### config.mk
export PLATFORM = sky130hd
export DESIGN_NAME = seq_shift_right
export DESIGN_NICKNAME = d
export VERILOG_FILES = /design/src/rtl/shift_pkg.sv /design/src/rtl/shr_step.sv /design/src/rtl/seq_shift_right.sv
export SDC_FILE = /design/constraint.sdc
export NUM_CORES = 1
export LEC_CHECK = 0
export ABC_CLOCK_PERIOD_IN_PS = 3600
export BUFFER_PORTS_ARGS = -buffer_cell sky130_fd_sc_hd__buf_4
export CORE_UTILIZATION = 45
export DETAILED_ROUTE_END_ITERATION = 10
export PLACE_DENSITY = 0.7
export SYNTH_ARGS = -nofsm -noshare
export SYNTH_HDL_FRONTEND = slang
export SYNTH_SLANG_ARGS = --single-unit
### constraint.sdc
create_clock -name clk -period 3.6 [get_ports clk]
set_input_delay 0.36 -clock clk [delete_from_list [all_inputs] [get_ports clk]]
set_output_delay 0.36 -clock clk [all_outputs]
set_load 0.02 [all_outputs]
### src/rtl/shift_pkg.sv
// shift_pkg: FSM state and shift-mode encodings shared by the sequential right shifter
package shift_pkg;
   typedef enum logic [1:0] {IDLE = 2'd0, SHIFT = 2'd1, DONE = 2'd2} state_t;
   typedef enum logic [1:0] {MODE_LOGIC = 2'd0, MODE_ARITH = 2'd1, MODE_ROT = 2'd2} mode_t;
endpackage

### src/rtl/shr_step.sv
// shr_step: one-position right shift with an injected fill bit
module shr_step #(
   parameter int W = 8
) (
   input  logic [W-1:0] in,
   input  logic         fill,
   output logic [W-1:0] out
);
   assign out = {fill, in[W-1:1]};
endmodule

### src/rtl/seq_shift_right.sv
// seq_shift_right: multi-cycle logical/arithmetic right shifter, one bit per clock; rotate mode under SEQ_SHIFT_ROTATE_EN
module seq_shift_right
   import shift_pkg::*;
#(
   parameter int W = 8
) (
   input  logic         clk,
   input  logic         rst,
   input  logic         start,
   input  logic [W-1:0] A,
   input  logic [W-1:0] B,
   input  logic         arith,
`ifdef SEQ_SHIFT_ROTATE_EN
   input  logic         rot,
`endif
   output logic         busy,
   output logic         done,
   output logic [W-1:0] C
);
   localparam int CW = $clog2(W) + 1;
   localparam logic [W-1:0] W_B = W[W-1:0];
   localparam logic [CW-1:0] W_N = W[CW-1:0];
   state_t state, state_nx;
   mode_t mode, mode_nx, mode_in;
   logic [W-1:0] work, work_nx, step;
   logic [CW-1:0] cnt, cnt_nx, n_in;
   logic fill;
`ifdef SEQ_SHIFT_ROTATE_EN
   assign mode_in = rot ? MODE_ROT : arith ? MODE_ARITH : MODE_LOGIC;
`else
   assign mode_in = arith ? MODE_ARITH : MODE_LOGIC;
`endif
   // rotate wraps the amount modulo W; shifts saturate at W
   assign n_in = mode_in == MODE_ROT ? {1'b0, B[CW-2:0]} : B >= W_B ? W_N : B[CW-1:0];
   // the sign bit never changes during an arithmetic shift, so work[W-1] is the latched A[W-1]
   assign fill = mode == MODE_ROT ? work[0] : mode == MODE_ARITH && work[W-1];
   assign busy = state != IDLE;
   assign done = state == DONE;
   shr_step #(.W(W)) u_step (.in(work), .fill(fill), .out(step));
   // next-state, counter and work-register update
   always_comb begin
      state_nx = state;
      mode_nx  = mode;
      work_nx  = work;
      cnt_nx   = cnt;
      case (state)
         IDLE: if (start) begin
            mode_nx  = mode_in;
            work_nx  = A;
            cnt_nx   = n_in;
            state_nx = n_in != '0 ? SHIFT : DONE;
         end
         SHIFT: begin
            work_nx  = step;
            cnt_nx   = cnt - 1'b1;
            state_nx = cnt == CW'(1) ? DONE : SHIFT;
         end
         default: state_nx = IDLE;
      endcase
   end
   // state registers; C captures the final work value only on entry to DONE
   always_ff @(posedge clk) begin
      if (rst) begin
         state <= IDLE;
         mode  <= MODE_LOGIC;
         work  <= '0;
         cnt   <= '0;
         C     <= '0;
      end else begin
         state <= state_nx;
         mode  <= mode_nx;
         work  <= work_nx;
         cnt   <= cnt_nx;
         if (state_nx == DONE) C <= work_nx;
      end
   end
endmodule

==> reports/qor.txt <==
Fillers: 224
Psw: 0.1402 mW
Hold buffer count at CTS: 0
Min-Delay Path Class: input port to flop
Routability cong.: 0.7872
Reg-to-reg endpoint: C[5]
DRC: 0
Worst r2r src: state[0]
LEAKAGE: 0.6034 nW
Max Cap Viol: 0
FFs w/ async S/R, synth: 0%
Syn Area/Cell: 8.730 sq um
Largest net degree at the start of global routing: 26
Post-CTS Setup Bufs: 0
Net count, final: 182
Post-synth EDFFs: 0
Wire per inst: 12.34 um
HP Start: arith
Clock buffer depth: 2
Final Cycle Share: 56.73%
Total length of routed wires: 2332 um
Outcome: finished, final reports clean
Post-synthesis sequential area ratio: 39.66%
Reg2Reg Setup Slack: 1.56 ns
First-pass GRT wire length: 3719 um
Net Sw Frac: 27.55%
Post-Synthesis Cells: 133
Largest fanout on the critical path: 25
Die height: 52.80 um
FMAX: 0.4897 GHz
ANT cells: 0
Clock slew at reported path FFs: 0.13 ns
Yosys warns: 0
Post-DP Area: 0.001389 sq mm
Finish-stage setup viols: 0
Worst vdd ir: 0.2504 mV
Worst-skew pair later-pin latency: 0.31 ns
Clock Power Share: 22.8%
Gate power share: 20.2%
CTS buffer count: 3
CTS root buf: clkbuf_4
CTS Sinks: 23
Ratio of cells with drive above 1 in the final layout: 35.22%
Die Footprint: 0.002787 sq mm
Worst Path Arrival: 2.24 ns
Share of power burned in registers: 56.9%
Min-Delay Path Depth: 3
H-tree levels: 1
Worst R2R Path Depth: 4
Power per cell area: 359.3 mW/mm^2
Crit. End Element: flop
Cell variety after synth: 33
Internal power: 0.3687 mW
DRT antenna net count: 0
Hpwl dp: 1720 um
Least-Margin Pin Slew: 0.6995 ns
GRT Util Overall: 18.45%
Core area: 0.002455 sq mm
Final Hold Violating Endpoints: 0
Area growth from synthesis to layout: 21.98%
Req. time, crit path: 3.80 ns
CTS resizes: 0
Final slew viol count: 0
Vias in the first global route: 873
RSZ-0062 raised after global routing: no
Skew final: 0.008977 ns
Setup CP Type: flop to flop
Io pins: 30
Vias/cell: 5.349
Sum of negative setup slack: 0 ns
Die width: 52.80 um
Synth Cell Area: 0.001161 sq mm
Post-route minimum period: 2.042 ns
Slew margin rel.: 53.30%
First-pass DRT Iterations: 4
Post-route design area: 0.001416 sq mm
GRT Residual Overflow: 0
Top FF cell, synth: dfxtp_1
Initial antenna violation count: 0
Hold slack: 0.2899 ns
Starting Density: 47.30%
Vias: 1011
CP startpoint kind: flop
Cell Rows: 18
Synthesized net count: 155
Synth Register Bits: 23
DRT iter0 DRCs: 12
CTS tree: built
I/O Buffers: 29
Final design utilization: 57.70%
Sink of the worst hold path: mode[0]
synthesized netlist by cell type, drive strengths merged, types with 4 or more instances:
library cell  number  area, sq um
or3b               8        72.57
nor2b              9        56.30
nand2              7        26.28
nand2b             7        43.79
dfxtp             23        460.4
a21oi             12        60.06
mux2               8        90.09
nor3              10        50.05
clkbuf             6        22.52
inv                4        15.01
nor2              15        58.81
routing by layer:
metal  vias to the layer above  global-route usage (%)  wire length [um]
met5                         -                       0                 0
met4                         0                   6.579                32
met3                         4                   2.609               163
met2                        38                   31.43              1114
met1                       454                   23.40              1021
li1                        515                       -                 -
sequential cells by signal (all words and copies together) (netlist names):
| register | cells |
|---|---|
| work | 8 |
| mode | 1 |
| state | 2 |
| C | 8 |
| cnt | 4 |
stage by stage:
| step | worst slack [ns] | std cells | power, mW |
|---|---|---|---|
| global placement | 1.652 | 185 | 0.3968 |
| floorplan | 1.923 | 133 | 0.3646 |
| detailed placement | 1.573 | 185 | 0.3991 |
| finish | 1.558 | 189 | 0.5089 |
| global route | 1.422 | 189 | 0.5380 |
| CTS | 1.535 | 189 | 0.5163 |
power groups by stage:
stage / registers [mW] / clock network (mW) / logic (mW)
global placement: 0.295 / 0 / 0.102
global route: 0.293 / 0.129 / 0.115
finish: 0.290 / 0.116 / 0.103
CTS: 0.289 / 0.122 / 0.105
detailed placement: 0.295 / 0 / 0.104
floorplan: 0.289 / 0 / 0.0754
placed cells by master (no fill, tap or decap), drive strengths merged, types with 2 or more instances in the layout:
cell type,n
nor3,10
nor2,15
a31oi,2
mux2,8
buf,29
nor4,2
ha,2
nand3,2
a21oi,12
nor2b,9
dfxtp,23
nor3b,2
clkbuf,3
nand2b,7
nand2,7
inv,4
or3b,8
cells by family after synthesis:
family | count (synthesis) | synth area share [%]
and+or+nand+nor | 65 | 33.08
DFF | 23 | 39.66
adders and majority gates | 2 | 2.155
xor gates and xnor gates | 1 | 0.7544
buffers and inverters | 11 | 3.663
muxes | 8 | 7.759
AOI/OAI and AO/OA | 23 | 12.93
layout make-up:
| cell class | instances | area (sq um) | share of cell area, % |
|---|---|---|---|
| inverter | 4 | 15.01 | 1.060 |
| timing repair buffer | 29 | 217.7 | 15.37 |
| sequential | 23 | 460.4 | 32.51 |
| clock buffer | 3 | 22.52 | 1.590 |
| clock inverter | 1 | 5.005 | 0.3534 |
| multi-input combinational | 99 | 658.1 | 46.47 |
| tap | 30 | 37.54 | 2.650 |
worst max-delay path by stage:
stage | start | to | slack [ns] | cells after the start
final | state[0] | C[5] | 1.56 | 4
after global routing | state[0] | C[5] | 1.42 | 4
after CTS | state[0] | C[5] | 1.54 | 4
after detailed placement | state[0] | C[5] | 1.57 | 4
after global placement | state[0] | C[5] | 1.65 | 4
after floorplan | B[6] | C[0] | 1.92 | 4
worst max-delay path: stages (launching register included):
cell	delay (ns)
dfxtp_1	0.79
or3b_4	0.28
nor4_4	0.05
nor2_2	0.40
mux2_2	0.40
Power figures use the tool's default switching activity.
